`src/rtl/pattern_pkg.sv`:
```
// Shared types and constants for the test-pattern stream generator.
package pattern_pkg;

    localparam int unsigned RGB_W  = 24;
    localparam int unsigned WORD_W = 32;

    typedef logic [RGB_W-1:0]  rgb24_t;
    typedef logic [WORD_W-1:0] word32_t;

    typedef enum logic [0:0] {StIdle, StRun} state_e;

    localparam logic [1:0] MODE_CIRCLE = 2'd0;
    localparam logic [1:0] MODE_BARS   = 2'd1;
    localparam logic [1:0] MODE_CHECK  = 2'd2;
    localparam logic [1:0] MODE_SOLID  = 2'd3;

    // Index 0 is the leftmost bar: white, yellow, cyan, green, magenta, red, blue, black.
    localparam rgb24_t [7:0] BAR_ROM = {
        24'h000000, 24'h0000FF, 24'hFF0000, 24'hFF00FF,
        24'h00FF00, 24'h00FFFF, 24'hFFFF00, 24'hFFFFFF
    };

endpackage

```
`src/rtl/rgb24_packer.sv`:
```
// Packs four 24-bit pixels into three 32-bit stream words behind a registered output.
module rgb24_packer
    import pattern_pkg::*;
(
    input  logic        aclk,
    input  logic        aresetn,
    input  logic        pix_valid,
    output logic        pix_ready,
    input  logic [23:0] pix_data,
    input  logic        pix_sof,
    input  logic        pix_eol,
    output logic [31:0] m_tdata,
    output logic        m_tvalid,
    input  logic        m_tready,
    output logic        m_tlast,
    output logic        m_tuser
);

    logic [1:0] phase_q, phase_d;
    rgb24_t     part_q, part_d;
    logic       sof_q, sof_d;
    word32_t    tdata_q, tdata_d;
    logic       tvalid_q, tvalid_d;
    logic       tlast_q, tlast_d;
    logic       tuser_q, tuser_d;
    logic       out_free;
    logic       take;

    // Phase 0 only fills the partial register, so it never needs the output slot.
    assign out_free  = !tvalid_q || m_tready;
    assign pix_ready = (phase_q == 2'd0) || out_free;
    assign take      = pix_valid && pix_ready;

    // Next-state for phase, partial word and output register.
    always_comb begin
        phase_d  = phase_q;
        part_d   = part_q;
        sof_d    = sof_q;
        tdata_d  = tdata_q;
        tvalid_d = tvalid_q;
        tlast_d  = tlast_q;
        tuser_d  = tuser_q;
        if (tvalid_q && m_tready) begin
            tvalid_d = 1'b0;
        end
        if (take) begin
            phase_d = phase_q + 2'd1;
            case (phase_q)
                2'd0: begin
                    part_d = pix_data;
                    sof_d  = pix_sof;
                end
                2'd1: begin
                    tdata_d  = {pix_data[7:0], part_q};
                    part_d   = {8'h00, pix_data[23:8]};
                    tvalid_d = 1'b1;
                    tlast_d  = 1'b0;
                    tuser_d  = sof_q;
                end
                2'd2: begin
                    tdata_d  = {pix_data[15:0], part_q[15:0]};
                    part_d   = {16'h0000, pix_data[23:16]};
                    tvalid_d = 1'b1;
                    tlast_d  = 1'b0;
                    tuser_d  = 1'b0;
                end
                default: begin
                    tdata_d  = {pix_data, part_q[7:0]};
                    tvalid_d = 1'b1;
                    tlast_d  = pix_eol;
                    tuser_d  = 1'b0;
                end
            endcase
        end
    end

    // State registers with synchronous active-low reset.
    always_ff @(posedge aclk) begin
        if (!aresetn) begin
            phase_q  <= 2'd0;
            part_q   <= '0;
            sof_q    <= 1'b0;
            tdata_q  <= '0;
            tvalid_q <= 1'b0;
            tlast_q  <= 1'b0;
            tuser_q  <= 1'b0;
        end else begin
            phase_q  <= phase_d;
            part_q   <= part_d;
            sof_q    <= sof_d;
            tdata_q  <= tdata_d;
            tvalid_q <= tvalid_d;
            tlast_q  <= tlast_d;
            tuser_q  <= tuser_d;
        end
    end

    assign m_tdata  = tdata_q;
    assign m_tvalid = tvalid_q;
    assign m_tlast  = tlast_q;
    assign m_tuser  = tuser_q;

endmodule

```
`src/rtl/pattern_stream_gen.sv`:
```
// Frame-based RGB test-pattern source driving a packed 32-bit AXI4-Stream.
module pattern_stream_gen
    import pattern_pkg::*;
#(
    parameter int unsigned X_SIZE     = 640,
    parameter int unsigned Y_SIZE     = 480,
    parameter int unsigned XW         = $clog2(X_SIZE),
    parameter int unsigned YW         = $clog2(Y_SIZE),
    parameter int unsigned CHECK_LOG2 = 5
) (
    input  logic          aclk,
    input  logic          aresetn,
    input  logic          enable,
    input  logic [1:0]    mode,
    input  logic [23:0]   solid_rgb,
    input  logic [XW-1:0] cx,
    input  logic [YW-1:0] cy,
    input  logic [XW-1:0] radius,
    input  logic [XW-1:0] thickness,
    output logic [31:0]   out_stream_tdata,
    output logic [3:0]    out_stream_tkeep,
    output logic          out_stream_tlast,
    output logic          out_stream_tvalid,
    input  logic          out_stream_tready,
    output logic          out_stream_tuser,
    output logic [15:0]   frame_count,
    output logic          busy
);

    localparam int unsigned DW = 2 * XW + 2;

    state_e        state_q, state_d;
    logic [XW-1:0] x_q, x_d;
    logic [YW-1:0] y_q, y_d;
    logic          gen_done_q, gen_done_d;
    logic [YW-1:0] line_q, line_d;
    logic [15:0]   fcnt_q, fcnt_d;
    logic [1:0]    mode_q, mode_d;
    rgb24_t        solid_q, solid_d;
    logic [XW-1:0] cx_q, cx_d, rad_q, rad_d, thk_q, thk_d;
    logic [YW-1:0] cy_q, cy_d;

    logic          pix_valid, pix_ready, pix_take, pix_sof, pix_eol;
    rgb24_t        pix_rgb;
    logic          acc, frame_end;

    logic signed [DW-1:0] dx, dy, d2;
    logic [DW-1:0]        r_out2, r_in2;
    logic [XW-1:0]        r_in;
    logic [XW+2:0]        x8;
    logic [2:0]           bar_idx;

    // Generation pauses once the whole frame is in the packer until its last word drains.
    assign pix_valid = (state_q == StRun) && !gen_done_q;
    assign pix_take  = pix_valid && pix_ready;
    assign pix_sof   = (x_q == '0) && (y_q == '0);
    assign pix_eol   = (x_q == XW'(X_SIZE - 1));
    assign acc       = out_stream_tvalid && out_stream_tready;
    assign frame_end = acc && out_stream_tlast && (line_q == YW'(Y_SIZE - 1));

    // Pattern function of the current pixel coordinate and the shadowed controls.
    always_comb begin
        dx      = $signed(DW'(x_q)) - $signed(DW'(cx_q));
        dy      = $signed(DW'(y_q)) - $signed(DW'(cy_q));
        d2      = dx * dx + dy * dy;
        r_in    = rad_q - thk_q;
        r_out2  = DW'(rad_q) * DW'(rad_q);
        r_in2   = DW'(r_in) * DW'(r_in);
        x8      = {x_q, 3'b000};
        bar_idx = 3'(32'(x8) / X_SIZE);
        pix_rgb = solid_q;
        case (mode_q)
            MODE_CIRCLE: pix_rgb = (($unsigned(d2) >= r_in2) && ($unsigned(d2) <= r_out2))
                                   ? 24'h000000 : 24'hFFFFFF;
            MODE_BARS:   pix_rgb = BAR_ROM[bar_idx];
            MODE_CHECK:  pix_rgb = (x_q[CHECK_LOG2] ^ y_q[CHECK_LOG2]) ? 24'hFFFFFF : 24'h000000;
            default:     pix_rgb = solid_q;
        endcase
    end

    // FSM, pixel counter, output line tracking and shadow-register capture.
    always_comb begin
        state_d    = state_q;
        x_d        = x_q;
        y_d        = y_q;
        gen_done_d = gen_done_q;
        line_d     = line_q;
        fcnt_d     = fcnt_q;
        mode_d     = mode_q;
        solid_d    = solid_q;
        cx_d       = cx_q;
        cy_d       = cy_q;
        rad_d      = rad_q;
        thk_d      = thk_q;

        if (pix_take) begin
            if (pix_eol) begin
                x_d = '0;
                if (y_q == YW'(Y_SIZE - 1)) begin
                    y_d        = '0;
                    gen_done_d = 1'b1;
                end else begin
                    y_d = y_q + 1'b1;
                end
            end else begin
                x_d = x_q + 1'b1;
            end
        end

        if (acc && out_stream_tlast) begin
            line_d = (line_q == YW'(Y_SIZE - 1)) ? '0 : line_q + 1'b1;
        end

        case (state_q)
            StIdle: begin
                if (enable) begin
                    state_d = StRun;
                    mode_d  = mode;
                    solid_d = solid_rgb;
                    cx_d    = cx;
                    cy_d    = cy;
                    rad_d   = radius;
                    thk_d   = thickness;
                end
            end
            default: begin
                if (frame_end) begin
                    fcnt_d     = fcnt_q + 16'd1;
                    gen_done_d = 1'b0;
                    if (enable) begin
                        mode_d  = mode;
                        solid_d = solid_rgb;
                        cx_d    = cx;
                        cy_d    = cy;
                        rad_d   = radius;
                        thk_d   = thickness;
                    end else begin
                        state_d = StIdle;
                    end
                end
            end
        endcase
    end

    // State registers with synchronous active-low reset.
    always_ff @(posedge aclk) begin
        if (!aresetn) begin
            state_q    <= StIdle;
            x_q        <= '0;
            y_q        <= '0;
            gen_done_q <= 1'b0;
            line_q     <= '0;
            fcnt_q     <= '0;
            mode_q     <= '0;
            solid_q    <= '0;
            cx_q       <= '0;
            cy_q       <= '0;
            rad_q      <= '0;
            thk_q      <= '0;
        end else begin
            state_q    <= state_d;
            x_q        <= x_d;
            y_q        <= y_d;
            gen_done_q <= gen_done_d;
            line_q     <= line_d;
            fcnt_q     <= fcnt_d;
            mode_q     <= mode_d;
            solid_q    <= solid_d;
            cx_q       <= cx_d;
            cy_q       <= cy_d;
            rad_q      <= rad_d;
            thk_q      <= thk_d;
        end
    end

    rgb24_packer u_packer (
        .aclk      (aclk),
        .aresetn   (aresetn),
        .pix_valid (pix_valid),
        .pix_ready (pix_ready),
        .pix_data  (pix_rgb),
        .pix_sof   (pix_sof),
        .pix_eol   (pix_eol),
        .m_tdata   (out_stream_tdata),
        .m_tvalid  (out_stream_tvalid),
        .m_tready  (out_stream_tready),
        .m_tlast   (out_stream_tlast),
        .m_tuser   (out_stream_tuser)
    );

    assign out_stream_tkeep = 4'hF;
    assign frame_count      = fcnt_q;
    assign busy             = (state_q == StRun);

endmodule
```
`config.mk`:
```
export PLATFORM = sky130hd
export DESIGN_NAME = pattern_stream_gen
export DESIGN_NICKNAME = d
export VERILOG_FILES = /design/src/rtl/pattern_pkg.sv /design/src/rtl/rgb24_packer.sv /design/src/rtl/pattern_stream_gen.sv
export SDC_FILE = /design/constraint.sdc
export NUM_CORES = 1
export LEC_CHECK = 0
export CORE_MARGIN = 2
export CORE_UTILIZATION = 40
export DETAILED_ROUTE_END_ITERATION = 8
export GPL_TIMING_DRIVEN = 0
export HOLD_SLACK_MARGIN = 0.12
export PLACE_DENSITY = 0.6
export RECOVER_POWER = 100
export SLEW_MARGIN = 0
export SYNTH_ARGS = -nofsm -noshare
export SYNTH_HDL_FRONTEND = slang
export SYNTH_SLANG_ARGS = --single-unit
```
`constraint.sdc`:
```
create_clock -name aclk -period 25 [get_ports aclk]
set_input_delay 2.5 -clock aclk [delete_from_list [all_inputs] [get_ports aclk]]
set_output_delay 2.5 -clock aclk [all_outputs]
set_load 0.1 [all_outputs]
```
[Word-level counts from Yosys, hierarchy flattened]
Memory sizes are Yosys's and may differ from the RTL's.
Index checks and enable logic that the tools add are counted.
Word-level totals
  bits in registers: 173
  bits in read-only memories: 192
  input port bits: 69
  output and inout port bits: 56
  word-level logic and storage cells: 109
  memories: 1
Cells by class
  add/sub/neg operators: 9
  $mul: 4
  divide/modulo/power cells: 1
  magnitude comparators: 3
  eq/ne operators: 8
  muxes and demuxes: 40
  bitwise gates (word level): 2
  reduce and logical (&&, ||, !) cells: 22
Memories
  (no name shown): words 8, bits a word 24, read ports 1, clocked after memory_dff 0, wr ports 0, line pattern_stream_gen.sv:75  | MODE_BARS: pix_rgb = BAR_ROM[bar_idx];
Operators with widths (number)
  $mux 24: 6
  $pmux 24 s3: 2
  $mux 10: 10
  $pmux 32 s3: 1
  $mul 10x10->20: 3
  $mux 9: 5
  $div 13x10->32 const B: 1
  $add 22x20->22: 1
  $ge 22x20->1: 1
  $le 22x20->1: 1
  $mul 11x11->22: 1
  $add 9x1->9 const B: 2
  $eq 9x9->1 const B: 2
  $add 16x1->16 const B: 1
  $mux 1: 11
  $sub 10x10->11: 1
  $add 10x1->10 const B: 1
  $eq 10x10->1 const B: 1
  $logic_not 10->1: 1
  $reduce_and 2->1: 5
  $sub 10x10->10: 1
  $sub 9x9->10: 1
  $logic_not 9->1: 1
  $logic_and 1x1->1: 7
  14 further kinds: 22

[Logic depth before layout (Yosys ltp)]
Gate-level depths: netlist of run 1.
  depth in word-level cells: 8
  mapped depth: 50
  mapped depth without buffers: 46

[Hierarchy]
A second synthesis of run 1 with hierarchy kept.
Unflattened totals
  cell total of the unflattened synthesis: 2640
  area, all modules: 22919.5 µm²
By module, submodules not included
  pattern_stream_gen: instances 1, cells each 2319, area each 20058.0 µm², sequential area each 2222.1 µm²
  rgb24_packer: instances 1, cells each 321, area each 2861.5 µm², sequential area each 1241.2 µm²

[Least setup slack after synthesis of run 1]
Ideal clock, no wire load.
  kind: register to register
  start: register x_q[0]
  end: register u_packer.tdata_q[22], in the netlist u_packer.m_tdata[22]
  library setup time: 0.136 ns
  arrival: 10.671 ns
  required time: 24.864 ns
  path slack: 14.193 ns
  cell stages (with the launch flop): 50
  path buffers: 4
  clock period less this slack: 10.807 ns
  path through: dfxtp_1 -> inv_1 -> ha_1 -> inv_1 -> fa_1 -> a21o_1 -> a21oi_1 -> o21ai_0 -> a21oi_1 -> o21bai_1 -> a21oi_1 -> o21bai_1 -> a21o_1 -> clkbuf_1 -> inv_1 -> clkbuf_1 -> nand2_1 -> inv_1 -> [... 14 more ...] -> a41oi_2 -> a21oi_1 -> or2_2 -> a21o_1 -> a21oi_1 -> xnor2_1 -> ha_1 -> nand4_1 -> or4_1 -> o211ai_1 -> o21ai_1 -> a2111oi_4 -> o21ai_1 -> and2_1 -> buf_6 -> buf_6 -> a222oi_1 -> a31oi_1
Between the ends
  longest elaborated chain between the ends: 8
  elaborated cells on any way between the ends: 12
  classes of those cells: add/sub: 2; mul: 1; div: 1; order compare: 2; mux: 4; reduce/logical: 1; memory: 1
RTL lines
  start: declaration: line pattern_stream_gen.sv:33  | logic [XW-1:0] x_q, x_d;
  start signal: assignment: line pattern_stream_gen.sv:149  | x_q <= '0;
  start signal: assignment: line pattern_stream_gen.sv:162  | x_q <= x_d;
  branches (longest 6 deep; another with $div 13x10->32)
  $pmux 24 s3 (*): line pattern_stream_gen.sv:72  | case (mode_q)
  $pmux 32 s3 (*): line rgb24_packer.sv:48  | case (phase_q)
  end signal: assignment: line rgb24_packer.sv:91  | tdata_q <= tdata_d;
  end: declaration: line rgb24_packer.sv:22  | word32_t tdata_q, tdata_d;
Mark *: on every way between the ends. The select of a mux whose other input is x is not followed.
A chain may end at the register's enable or synchronous reset.

[Worst setup path after layout of run 1]
  start: register x_q[1]
  end: register u_packer.tdata_q[28], in the netlist u_packer.m_tdata[28]
Same word-level chain as after synthesis.

==> impl_metrics.env, run 1 <==
export IMPL_slowest_delay_ns=1.03
export IMPL_timing_critical_path_fanout_max=10
export IMPL_maxCapViolCount=0
export IMPL_hpwl_mm=49.7
export IMPL_synth_seq_cells=173
export IMPL_slowest_stage="o311ai_0"
export IMPL_drc=0
export IMPL_r2r_end="u_packer.m_tdata[28]$_SDFFE_PN0P_"
export IMPL_synth_avg_cell_area_um2=8.47
export IMPL_yosys_top_cells_area="fa_1 29%, dfxtp_1 16%, ha_1 13%"
export IMPL_core_um2=55100
export IMPL_drive_gt1_frac=0.0205
export IMPL_hold_path_depth=2
export IMPL_synthFlopType="dfxtp_1"
export IMPL_synthToLayoutAreaGrowth_pct=11.9
export IMPL_instances_no_fill=3534
export IMPL_final_setup_tns_ns=0
export IMPL_ys_seq_area_frac=0.155
export IMPL_gp_congestion=0.953
export IMPL_fillCellCount=5490
export IMPL_dp_cells=3502
export IMPL_io_pins=125
export IMPL_status="finished, final reports clean"
export IMPL_multi_input_area_um2=16700
export IMPL_rsz0062_at_grt="no"
export IMPL_hold_violations=0
export IMPL_pre_cts_ws_ns=12.11
export IMPL_critPathRequiredTime_ns=25.29
export IMPL_drt_iter0_drc=1162
export IMPL_regToRegStartpoint="x_q[1]$_SDFFE_PN0P_"
export IMPL_post_cts_resized=0
export IMPL_row_count=86
export IMPL_grt_pass1_wl_mm=94.7
export IMPL_worstSkewPairLatency_ns=0.46
export IMPL_cp_start_kind="register"
export IMPL_viasPerCell=5.15
export IMPL_holdCritStartpoint="solid_q[19]$_SDFFE_PN0P_"
export IMPL_async_flop_share=0
export IMPL_synth_top_area_frac=0.286
export IMPL_finalMaxSlewViolations=0
export IMPL_syn_area_um2=22300
export IMPL_start_util=0.405
export IMPL_grt_overflow_total=0
export IMPL_relSlewSlack=0.171
export IMPL_setup_viol=0
export IMPL_min_period_over_period=0.556
export IMPL_mostFrequentLayoutCells="443 x inv_1, 319 x fa_1, 318 x nand2_1"
export IMPL_synth_cell_type_count=75
export IMPL_hold_ws_ns=0.452
export IMPL_die_w_um=240
export IMPL_num_vias=18200
export IMPL_arrival_ns=14.19
export IMPL_hold_path_class="register to register"
export IMPL_detail_route_wl_per_cell_um=16.5
export IMPL_hold_end="solid_q[19]$_SDFFE_PN0P_"
export IMPL_period_needed_ns=13.90
export IMPL_crit_type="register to register"
export IMPL_drtPass1Iterations=5
export IMPL_final_common_cell="inv_1"
export IMPL_grt_max_degree=19
export IMPL_port_buffers=119
export IMPL_dieHeight_um=240
export IMPL_fmax_ghz=0.0719
export IMPL_synthCells=2632
export IMPL_skew_ns=0.0155
export IMPL_cts_sinks=173
export IMPL_cts_clk_slew_worst_paths_ns=0.08
export IMPL_synth_edf_count=0
export IMPL_yosys_warnings=0
export IMPL_clockRootBuffer="clkbuf_16"
export IMPL_hold_buffers=0
export IMPL_grt_pass1_vias=18600
export IMPL_endpoint_kind="register"
export IMPL_final_antenna_net_count=0
export IMPL_cts_tree="done"
export IMPL_antenna_found_initial=1
export IMPL_timing_final_ws_setup_ns=11.10
export IMPL_nNetsFinal=3399
export IMPL_r2r_slack_ns=11.10
export IMPL_drt_wl_total_mm=58.2
export IMPL_seqCellArea_um2=3460
export IMPL_worst_pin_slew_ns=1.23
export IMPL_cts_buffers=17
export IMPL_grtUsageTotal=0.210
export IMPL_htreeDepth=4
export IMPL_synth_top_cell_by_area="fa_1"
export IMPL_clk_path_buf_depth=2
export IMPL_post_cts_buffers=0
export IMPL_antenna_cells=0
export IMPL_reg2regPathDepth=42
export IMPL_cp_common_cell="fa_1"
export IMPL_die_area_um2=57600
## Yosys cell counts (4+ instances only)
cell / count
dfxtp_1: 173
clkbuf_1: 92
xor2_1: 53
a31oi_1: 27
clkinv_1: 5
nor3_1: 22
o21bai_1: 5
o21a_1: 12
nor2b_1: 13
a22oi_1: 7
and2_1: 55
fa_1: 319
or3_1: 11
nand3_1: 36
nand2b_1: 21
buf_4: 4
ha_1: 238
a21o_1: 12
mux2i_1: 5
a222oi_1: 8
o31ai_1: 14
nand4_1: 15
nand2_1: 318
a21boi_0: 9
a211oi_1: 10
a21oi_1: 166
nor2_1: 200
xnor2_1: 72
or2_2: 13
and3_1: 29
o21ai_0: 130
o211ai_1: 15
o21ai_1: 9
inv_1: 442
nor4_1: 5
a41oi_1: 8
## cells by family after synthesis
group / synth area share
AO/OA/AOI/OAI: 0.125
XOR/XNOR: 0.0501
adder cells (fa/ha/maj): 0.421
buffers and inverters: 0.0945
flip-flops: 0.155
multiplexers: 0.00326
other: 0.000168
AND/OR/NAND/NOR: 0.150
## critical path, delay by kind of cell, from the launching register on
kind | cells | cell delay [ns]
AO/OA/AOI/OAI | 19 | 6.18
XOR/XNOR | 1 | 0.16
adder cells (fa/ha/maj) | 10 | 4.41
buffers and inverters | 6 | 0.95
flip-flops | 1 | 0.43
AND/OR/NAND/NOR | 6 | 1.59
## worst max path at each step
stage | startpoint | depth (start not counted) | slack (ns) | end
after global routing | x_q[0]$_SDFFE_PN0P_ | 48 | 10.06 | u_packer.m_tdata[27]$_SDFFE_PN0P_
after global placement | x_q[1]$_SDFFE_PN0P_ | 42 | 12.23 | u_packer.part_q[19]$_SDFFE_PN0P_
after CTS | x_q[0]$_SDFFE_PN0P_ | 48 | 12.03 | u_packer.part_q[19]$_SDFFE_PN0P_
after detailed placement | x_q[0]$_SDFFE_PN0P_ | 48 | 12.11 | u_packer.part_q[19]$_SDFFE_PN0P_
after floorplan | x_q[0]$_SDFFE_PN0P_ | 49 | 14.19 | u_packer.m_tdata[22]$_SDFFE_PN0P_
final | x_q[1]$_SDFFE_PN0P_ | 42 | 11.10 | u_packer.m_tdata[28]$_SDFFE_PN0P_
## flip-flops by register name, summed over array words and instances (netlist names), 9 cells and up
register / flops
u_packer.m_tdata: 32
y_q: 9
cy_q: 9
line_q: 9
frame_count: 16
u_packer.part_q: 24
cx_q: 10
x_q: 10
rad_q: 10
thk_q: 10
solid_q: 24
## final cells by class
cell class                      instances  share of cell area
Buffer                                104              0.0163
Clock buffer                           17              0.0170
Clock inverter                         15             0.00587
Inverter                              448              0.0674
Multi-Input combinational cell       1910               0.669
Sequential cell                       173               0.139
Tap cell                              748              0.0375
Timing Repair Buffer                  119              0.0477
## layer usage
metal | track usage | vias to the layer above | routed length, um
li1 | - | 8725 | -
met1 | 0.267 | 8898 | 24900
met2 | 0.365 | 502 | 28500
met3 | 0.0328 | 81 | 3230
met4 | 0.0649 | 2 | 1620
met5 | 0 | - | 12
## metrics by stage
stage | instance area (um^2) | util
after floorplan | 22300 | -
after global placement | 24400 | 0.443
after detailed placement | 24400 | 0.443
after CTS | 25000 | 0.454
after global routing | 25000 | 0.453
final | 25000 | 0.453
Power of run 1 is not shown: default switching activity piles up to over one toggle a cycle in this logic, so the estimate is an artifact.
==> inputs of run 2 (changes only) <==
- PLACE_DENSITY: 0.6 -> 0.62
- clock period: 25 -> 11.9 ns (I/O delays scaled with it)
==> run 2 against run 1 <==
Non-clock buffer count grew 11. Die area unchanged. Via count grew 1.2%. Cell count rose by 0.37%. Final area grew 1.5%. Global-route usage increased by 0.67 points. Clock-buffer cell count is the same. Fmax increased by 21%. Core utilization increased by 0.68 points. Sequential share of layout area shrank 0.20 points. Critical path depth grew 1. First-iteration DRC count down 10%. Critical path type unchanged. Critical endpoint is now u_packer.m_tdata[22]$_SDFFE_PN0P_. Largest cell class unchanged.
==> impl_metrics.env, run 2 (synthesis results as in run 1) <==
export IMPL_hold_violations=0
export IMPL_skew_ns=0.0211
export IMPL_row_count=86
export IMPL_mostFrequentLayoutCells="437 x inv_1, 318 x fa_1, 314 x nand2_1"
export IMPL_arrival_ns=11.82
export IMPL_grt_overflow_total=0
export IMPL_htreeDepth=4
export IMPL_cp_common_cell="fa_1"
export IMPL_cts_clk_slew_worst_paths_ns=0.08
export IMPL_antenna_found_initial=1
export IMPL_maxCapViolCount=0
export IMPL_pre_cts_ws_ns=-1.01
export IMPL_largest_reg_flops=32
export IMPL_cts_buffers=17
export IMPL_cts_sinks=173
export IMPL_port_buffers=119
export IMPL_placed_cell_area_um2=24400
export IMPL_start_util=0.405
export IMPL_drive_gt1_frac=0.0411
export IMPL_detail_route_wl_per_cell_um=17.0
export IMPL_regToRegStartpoint="x_q[1]$_SDFFE_PN0P_"
export IMPL_fmax_ghz=0.0869
export IMPL_r2r_end="u_packer.m_tdata[22]$_SDFFE_PN0P_"
export IMPL_drt_iter0_drc=1045
export IMPL_die_w_um=240
export IMPL_cp_start_kind="register"
export IMPL_final_setup_tns_ns=0
export IMPL_r2r_slack_ns=0.40
export IMPL_grt_max_degree=21
export IMPL_slowest_delay_ns=0.60
export IMPL_hold_path_class="register to register"
export IMPL_timing_final_ws_setup_ns=0.397
export IMPL_drtPass1Iterations=5
export IMPL_num_vias=18400
export IMPL_die_area_um2=57600
export IMPL_finalMaxSlewViolations=0
export IMPL_status="finished, final reports clean"
export IMPL_final_cell_area_um2=25300
export IMPL_dieHeight_um=240
export IMPL_crit_buf_inv=7
export IMPL_crit_type="register to register"
export IMPL_critPathRequiredTime_ns=12.22
export IMPL_hpwl_mm=50.6
export IMPL_reg2regPathDepth=43
export IMPL_holdCritStartpoint="solid_q[16]$_SDFFE_PN0P_"
export IMPL_gp_congestion=0.930
export IMPL_hold_path_depth=2
export IMPL_core_um2=55100
export IMPL_clockRootBuffer="clkbuf_16"
export IMPL_endpoint_kind="register"
export IMPL_setup_viol=0
export IMPL_hold_ws_ns=0.452
export IMPL_final_common_cell="inv_1"
export IMPL_grt_pass1_vias=19100
export IMPL_drt_wl_total_mm=60.3
export IMPL_cts_tree="done"
export IMPL_min_period_over_period=0.967
export IMPL_clk_path_buf_depth=2
export IMPL_worst_pin_slew_ns=1.13
export IMPL_hold_end="solid_q[16]$_SDFFE_PN0P_"
export IMPL_io_pins=125
export IMPL_grt_pass1_wl_mm=97.9
export IMPL_viasPerCell=5.19
export IMPL_period_needed_ns=11.50
export IMPL_timing_critical_path_fanout_max=10
export IMPL_grtUsageTotal=0.216
export IMPL_worstSkewPairLatency_ns=0.46
export IMPL_relSlewSlack=0.244
export IMPL_crit_family="adder cells"
export IMPL_final_antenna_net_count=0
export IMPL_synthToLayoutAreaGrowth_pct=13.6
export IMPL_drc=0
export IMPL_nNetsFinal=3410
export IMPL_slowest_stage="a222oi_1"
## run 2: cell count changes in the layout (fill, tap and decap cells not counted), moves of 4 or more
cell / before / now
buf_4: 4 / 19
o21ai_0: 138 / 127
clkbuf_1: 96 / 86
and2_0: 8 / 1
o21ai_1: 3 / 10
and2_1: 47 / 53
inv_1: 443 / 437
inv_2: 0 / 5
a21oi_1: 166 / 162
a21oi_2: 0 / 4
nand2_1: 318 / 314
nand2_2: 0 / 4
o21ai_2: 0 / 4
## run 2: how the worst max path moves through the flow
stage                                    from                                end  cells past startpoint
after global routing      x_q[0]$_SDFFE_PN0P_  u_packer.m_tdata[22]$_SDFFE_PN0P_                     39
final                     x_q[1]$_SDFFE_PN0P_  u_packer.m_tdata[22]$_SDFFE_PN0P_                     43
after CTS                 x_q[1]$_SDFFE_PN0P_  u_packer.m_tdata[22]$_SDFFE_PN0P_                     43
after global placement    x_q[0]$_SDFFE_PN0P_  u_packer.m_tdata[30]$_SDFFE_PN0P_                     47
after detailed placement  x_q[0]$_SDFFE_PN0P_  u_packer.m_tdata[30]$_SDFFE_PN0P_                     47
after floorplan           x_q[0]$_SDFFE_PN0P_  u_packer.m_tdata[22]$_SDFFE_PN0P_                     49
## run 2: area by class of cell
| class | count | area [um^2] |
|---|---|---|
| diodes | 2 | 5.00 |
| fillers | 5476 | 29800 |
| clock inverters | 15 | 186 |
| well taps | 748 | 936 |
| clock buffers | 17 | 425 |
| multi-input cells | 1910 | 16900 |
| inverters | 448 | 1690 |
| repair buffers | 134 | 1300 |
| plain buffers | 100 | 434 |
| flip-flops and latches | 173 | 3460 |
## run 2: routing by layer
| layer | wire length [um] | track usage |
|---|---|---|
| met1 | 25600 | 0.277 |
| met2 | 30000 | 0.382 |
| met3 | 3290 | 0.0261 |
| met4 | 1430 | 0.0614 |
| met5 | 0 | 0 |
## run 2: repair_timing
action | 4_1_cts | 5_1_grt
gates resized for setup | 28 | 28
pin swaps | 2 | 14
buffers inserted | 7 | 8
setup endpoints to repair | 48 | 48
hold buffers | 0 | 0
## run 2: metrics by stage
| step | cells | util |
|---|---|---|
| after floorplan | 2635 | - |
| after global placement | 3502 | 0.443 |
| after detailed placement | 3502 | 0.443 |
| after CTS | 3538 | 0.457 |
| after global routing | 3545 | 0.460 |
| final | 3547 | 0.460 |
## run 2: worst reg2reg max path: cells and delay by family (launching register included)
kind                       cells  cell delay [ns]
and+or+nand+nor                6             1.47
buffers and inverters          7             0.74
adders and majority gates     10             4.40
xor gates and xnor gates       1             0.15
DFF                            1             0.43
AOI/OAI and AO/OA             19             4.20
Power of run 2 is left out for the same reason.
